$ cat src/rtl/rx_word_packer_pkg.sv
// rx_word_packer_pkg: shared UART/loader constants and packer state encoding
package rx_word_packer_pkg;
  localparam int N_DATA  = 8;
  localparam int N_BYTES = 4;
  localparam int NB_WORD = N_DATA * N_BYTES;
  typedef enum logic [1:0] {
    ST_COLLECT = 2'd0,
    ST_FULL    = 2'd1
  } state_t;
endpackage

$ cat src/rtl/rx_word_packer.sv
// rx_word_packer: packs UART receiver bytes little-endian into words for the program loader
module rx_word_packer #(
  parameter int N_DATA         = rx_word_packer_pkg::N_DATA,
  parameter int N_BYTES        = rx_word_packer_pkg::N_BYTES,
  parameter int TIMEOUT_CYCLES = 1_000_000,
  parameter int NB_WORD        = N_DATA * N_BYTES
) (
  input  logic               clock,
  input  logic               reset,
  input  logic [N_DATA-1:0]  din,
  input  logic               rx_done_tick,
  input  logic               word_ready,
  input  logic               clear_err,
  output logic [NB_WORD-1:0] word,
  output logic               word_valid,
  output logic [2:0]         byte_count,
  output logic               overflow,
  output logic               timeout_err,
  output logic [1:0]         packer_state
);
  import rx_word_packer_pkg::*;
  localparam int TW = TIMEOUT_CYCLES > 1 ? $clog2(TIMEOUT_CYCLES) : 1;
  state_t state, state_n;
  logic [NB_WORD-1:0] word_n;
  logic [2:0] bc_n, lane;
  logic [TW-1:0] tmo_cnt, cnt_n;
  logic ovf_n, terr_n, rx_prev, accept, expire;
  assign accept = rx_done_tick & ~rx_prev;
  assign expire = state == ST_COLLECT && byte_count != 3'd0 && tmo_cnt == TW'(TIMEOUT_CYCLES - 1);
  assign word_valid = state == ST_FULL;
  assign packer_state = state;
  always_ff @(posedge clock or posedge reset)
    if (reset) begin
      state       <= ST_COLLECT;
      word        <= '0;
      byte_count  <= '0;
      overflow    <= 1'b0;
      timeout_err <= 1'b0;
      tmo_cnt     <= '0;
      rx_prev     <= 1'b0;
    end else begin
      state       <= state_n;
      word        <= word_n;
      byte_count  <= bc_n;
      overflow    <= ovf_n;
      timeout_err <= terr_n;
      tmo_cnt     <= cnt_n;
      rx_prev     <= rx_done_tick;
    end
  // An expiring partial word is dropped first, so a coincident byte restarts at lane 0
  always_comb begin
    state_n = state;
    word_n  = word;
    bc_n    = byte_count;
    ovf_n   = overflow & ~clear_err;
    terr_n  = 1'b0;
    cnt_n   = tmo_cnt;
    lane    = byte_count;
    if (state == ST_COLLECT) begin
      if (expire) begin
        terr_n = 1'b1;
        bc_n   = 3'd0;
        cnt_n  = '0;
        lane   = 3'd0;
      end else if (byte_count != 3'd0) cnt_n = tmo_cnt + 1'b1;
      if (accept) begin
        cnt_n = '0;
        for (int i = 0; i < N_BYTES; i++)
          if (lane == 3'(i)) word_n[i*N_DATA +: N_DATA] = din;
        state_n = lane == 3'(N_BYTES - 1) ? ST_FULL : ST_COLLECT;
        bc_n    = lane == 3'(N_BYTES - 1) ? 3'd0 : lane + 3'd1;
      end
    end else if (word_ready) begin
      state_n = ST_COLLECT;
      if (accept) begin
        word_n[N_DATA-1:0] = din;
        bc_n  = 3'd1;
        cnt_n = '0;
      end
    end else if (accept) ovf_n = 1'b1;
  end
endmodule

$ cat config.mk
export PLATFORM = sky130hd
export DESIGN_NAME = rx_word_packer
export DESIGN_NICKNAME = d
export VERILOG_FILES = /design/src/rtl/rx_word_packer_pkg.sv /design/src/rtl/rx_word_packer.sv
export SDC_FILE = /design/constraint.sdc
export NUM_CORES = 1
export LEC_CHECK = 0
export BUFFER_PORTS_ARGS = -buffer_cell sky130_fd_sc_hd__buf_2
export CAP_MARGIN = 30
export CORE_MARGIN = 3
export CORE_UTILIZATION = 59
export CTS_CLUSTER_SIZE = 8
export DETAILED_ROUTE_END_ITERATION = 7
export PLACE_DENSITY = 0.83
export SYNTH_ARGS = -nofsm -noshare
export SYNTH_HDL_FRONTEND = slang
export SYNTH_SLANG_ARGS = --single-unit
$ cat constraint.sdc
create_clock -name clock -period 4.84 [get_ports clock]
set_clock_uncertainty 0.2 [all_clocks]
set_input_delay 0 -clock clock [delete_from_list [all_inputs] [get_ports clock]]
set_output_delay 0 -clock clock [all_outputs]
set_load 0.005 [all_outputs]
## Yosys cells after proc, flatten, opt, wreduce, memory -nomap -nowiden

Cells that the tools add are included.

- Output and inout bits: 40
- Bits in registers: 60
- Bits of input ports: 13
- Word-level logic and storage cells: 65

- Bitwise operators: 4
- Reductions and logical operators: 15
- Multiplexer cells: 27
- Add/sub/neg operators: 2
- Eq/ne operators: 7

Operators with widths:

| cell | count |
|---|---|
| 20-bit 2-to-1 mux | 6 |
| 8-bit 2-to-1 mux | 5 |
| 3-bit 2-to-1 mux | 7 |
| 20-bit by 1-bit adder with 20-bit output, second input constant | 1 |
| 20-bit equality test, second input constant | 1 |
| 3-bit AND reduction | 5 |
| 3-bit by 2-bit equality test with 1-bit output, second input constant | 2 |
| 1-bit 2-to-1 mux | 6 |
| 2-bit 2-to-1 mux | 3 |
| 3-bit nonzero test | 2 |
| 2-bit AND reduction | 2 |
| 2-bit nonzero test | 2 |
| 3-bit by 1-bit adder with 3-bit output, second input constant | 1 |
| 3-bit by 1-bit equality test with 1-bit output, second input constant | 1 |
| 3-bit zero test | 1 |
| 1-bit AND | 2 |
| 2-bit by 1-bit equality test with 1-bit output, second input constant | 1 |
| 1-bit logical AND | 2 |
| 2-bit zero test | 1 |
| 2-bit by 1-bit inequality test with 1-bit output, second input constant | 1 |
| 2-bit inequality test, second input constant | 1 |
| 1-bit inverter | 2 |

## Depth between registers and ports, before layout

- Depth after elaboration: 9
- Depth in mapped cells: 11
- Gate-level depth less buffers: 9

## Worst setup path before layout

Ideal clock, no wire load.

- Path kind: register -> register
- Start: register tmo_cnt[8]
- End: register word[26]
- Path buffers: 1
- Path slack: 1.686 ns
- Cell stages (with the launch flop): 10
- Arrival time: 2.830 ns
- Data required time: 4.515 ns
- Period minus slack after synthesis: 3.154 ns
- Cells stage by stage: dfrtp_1 -> or4b_1 -> or4_1 -> nor4_2 -> buf_6 -> nand2b_1 -> inv_1 -> ha_1 -> o211ai_4 -> mux2_2

- Word-level cells in the longest chain between the ends: 6

Ends and longest elaborated chain:

| what | RTL line | source |
|---|---|---|
| start: declaration | rx_word_packer.sv:26 | `logic [TW-1:0] tmo_cnt, cnt_n;` |
| start signal: assignment | rx_word_packer.sv:47 | `tmo_cnt <= cnt_n;` |
| 20-bit equality test | rx_word_packer.sv:29 | `assign expire = state == ST_COLLECT && byte_count != 3'd0 && tmo_cnt == TW'(TIMEOUT_CYCLES - 1);` |
| 1-bit logical AND | rx_word_packer.sv:29 |  |
| 3-bit 2-to-1 mux | rx_word_packer.sv:60 | `if (expire) begin` |
| 3-bit 2-to-1 mux | rx_word_packer.sv:59 | `if (state == ST_COLLECT) begin` |
| 3-bit by 2-bit equality test with 1-bit output | rx_word_packer.sv:69 | `if (lane == 3'(i)) word_n[i*N_DATA +: N_DATA] = din;` |
| 3-bit AND reduction (no line) | - |  |
| end signal: assignment | rx_word_packer.sv:43 | `word <= word_n;` |
| end: declaration | rx_word_packer.sv:14 | `output logic [NB_WORD-1:0] word,` |

No other way between the ends. The select of a mux whose other input is x is not followed.
A chain may end at the register's enable or synchronous reset.

## Worst setup path in the final report

- Start: register tmo_cnt[8]
- End: register word[27]

Same word-level chain as after synthesis.

==> summary.txt <==
Floorplan
  – Core box area: 4173 um2
  – I/O pins: 53
  – Die Width: 73.34 um
  – Num rows: 23
  – Initial core utilization: 64.11%
  – Die Footprint: 5378 um2
  – Die height: 73.34 um

Critical path
  – Worst-path fanout max: 11
  – Max incr delay on CP: 0.51 ns
  – Crit start category: register
  – Worst EP required: 4.86 ns
  – CP Class: reg -> reg
  – Slowest cell on the critical path: or4b_1
  – Crit. End Element: register
  – Worst-path cell chain: or4b_1 > or4_1 > nor4_2 > buf_4 > nand2b_1 > inv_1 > ha_1 > o211ai_4 > mux2_2
  – Critical Path AT: 3.30 ns

Timing
  – Fmax achieved: 0.3042 GHz
  – Final worst path period need: 3.287 ns
  – Worst Slack Setup Final: 1.553 ns
  – Sum Neg Setup Slack: 0 ns
  – Hold Vio Cnt, Final: 0
  – Slew Limit Fails: 0
  – Unrepaired setup endpoints after global routing: false
  – Worst-margin pin slew: 1.011 ns
  – Final Cycle Share: 67.92%
  – Slew margin rel.: 32.42%
  – Final setup fails: 0

Status
  – Status: finished, final reports clean

Flow run
  – Max-cap violations: 0

Yosys
  – Post-synth EDFFs: 0
  – Ys async rst share: 100.0%
  – Post-synth top cells: dfrtp_1, mux2_2, nor2_1
  – Synth Warn #: 0
  – Cell with the most instances after synthesis: dfrtp_1
  – Netlist Area Pre-Place: 2675 um2
  – Yosys reg bits: 59
  – Number of library cell types mapped by synthesis: 40
  – Post-synthesis cell count: 219
  – Synth area leaders: dfrtp_1, mux2_2, xor2_1
  – Syn_area_per_cell: 12.21 um2
  – Top_reg_cell synth: dfrtp_1
  – Largest area contributor in the netlist: dfrtp_1
  – Sequential element share of the synthesized area: 55.19%
  – Net Count, Synth: 236
  – Share of the synthesized area in the top cell type: 55.19%

Route
  – TritonRoute pass-1 iters: 4
  – Final wirelength: 5836 um
  – ANT nets after route: 0
  – # DRC: 0
  – DR WL/cell: 16.97 um
  – Vias per Instance: 5.631
  – Via count: 1937
  – Initial drt markers: 83

Placement
  – I/O Buffers: 51
  – Gpl congestion: 0.7748
  – Pre-CTS WS: 1.553 ns
  – Post-DP HPWL: 3818 um
  – Cells after DPL: 315

Cells and area
  – Fin nets: 306
  – Post-Layout Cell Count: 344
  – N_diodes: 0
  – Fillers: 269
  – Synth-to-Final Area Change: 23.06%
  – Share of layout cells above drive strength 1: 36.73%

Hold path
  – Worst hold path type: in -> reg

Power and ir drop
  – Worst vdd ir: 0.3616 mV
  – PwrDens: 532.0 nW/um2
  – Static Leak: 1.577 nW

Clock tree
  – Cts repair resizes: 0
  – Clock-pin slew on the worst setup and hold paths: 0.06 ns
  – CTS Root Cell: clkbuf_8
  – CTS H-tree depth: 3
  – TritonCTS buffer count: 9
  – Clk sinks: 59
  – Clk buf depth: 2
  – CTS tree: yes
  – Worst skew pair latency: 0.33 ns
  – Hold Buf Count CTS: 13
  – Buffer count from post-CTS setup fixing: 0

Global route
  – Vias in the first global route: 2059
  – Initial antenna violation count: 0
  – Largest net degree at the start of global routing: 60
  – Total GRT Usage: 24.79%
  – First-pass GRT wire length: 9936 um
  – Congestion Overflow GR: 0
## logic make-up after synthesis
kind of cell	after synthesis	share of synthesized area, %
and+or+nand+nor	73	14.50
DFF	59	55.19
muxes	33	14.17
AOI/OAI and AO/OA	19	6.268
xor gates and xnor gates	16	5.238
buffers and inverters	14	2.619
adders and majority gates	4	1.871
other	1	0.1402
## critical path, delay by kind of cell, from the launching register on
| kind | cells | cell delay [ns] |
|---|---|---|
| adders and majority gates | 1 | 0.24 |
| AOI/OAI and AO/OA | 1 | 0.18 |
| and+or+nand+nor | 4 | 1.41 |
| DFF | 1 | 0.43 |
| muxes | 1 | 0.38 |
| buffers and inverters | 2 | 0.32 |
## cells in the final DEF (no fill, tap or decap), types with 3 or more instances in the layout
cell type / count
clkinv_2: 3
mux2_2: 30
dfrtp_1: 59
nand3_1: 5
clkbuf_8: 10
o21ai_0: 4
nor2_1: 21
xor2_1: 16
inv_1: 5
nand2_1: 11
nor3_1: 3
a21oi_1: 4
nand4_1: 11
buf_2: 51
buf_4: 3
dlygate4sd3_1: 13
and3_1: 3
nand2b_1: 4
o211ai_4: 3
ha_1: 4
## through the flow
stage | total power, mW | hold WS, ns | utilization (%) | cell area (um2)
6_report | 1.751 | 0.1477 | 78.89 | 3292
5_1_grt | 1.861 | 0.1585 | 78.89 | 3292
4_1_cts | 1.764 | 0.1237 | 78.89 | 3292
3_5_place_dp | 1.310 | -0.06043 | 71.12 | 2968
3_3_place_gp | 1.281 | -0.06731 | 71.12 | 2968
2_1_floorplan | 1.071 | -0.1686 | - | 2675
## worst paths after layout
path                         startpoint         end  slack [ns]  depth (start not counted)
min in group asynchronous         reset  tmo_cnt[5]        0.22                          4
max reg2reg                  tmo_cnt[8]    word[27]        1.55                          9
max                          tmo_cnt[8]    word[27]        1.55                          9
max in group asynchronous         reset     word[1]        3.73                          4
min reg2reg                    word[12]    word[12]        0.30                          1
min                        rx_done_tick     rx_prev        0.15                          2
## final cells by class
class                           instances  area (um2)  share of cell area (%)
Clock inverter                          5       52.55                   1.596
Tap cell                               50       62.56                   1.900
Multi-Input combinational cell        146        1129                   34.28
Sequential cell                        59        1476                   44.85
Inverter                                6       22.52                  0.6841
Clock buffer                           11       141.4                   4.295
Timing Repair Buffer                   67       407.9                   12.39
## power by group
| group | switching (mW) | internal (mW) | total (mW) | leakage, nW |
|---|---|---|---|---|
| combinational | 0.261 | 0.289 | 0.550 | 0.726 |
| clock | 0.192 | 0.249 | 0.441 | 0.0991 |
| sequential | 0.106 | 0.654 | 0.760 | 0.752 |
| total | 0.559 | 1.19 | 1.75 | 1.58 |
## registers in the layout, indices dropped and copies added (netlist names)
name,count
overflow,1
byte_count,3
word,32
timeout_err,1
packer_state,1
rx_prev,1
tmo_cnt,20
## per-layer routing
layer  GRT usage (%)  share of wire (%)  up-vias
met1           31.00                 43      968
li1                -                  -      911
met4           11.27               0.94        0
met2           40.32                 51       52
met3           6.703                5.7        6
met5               0                  0        -
Power figures use the tool's default switching activity.
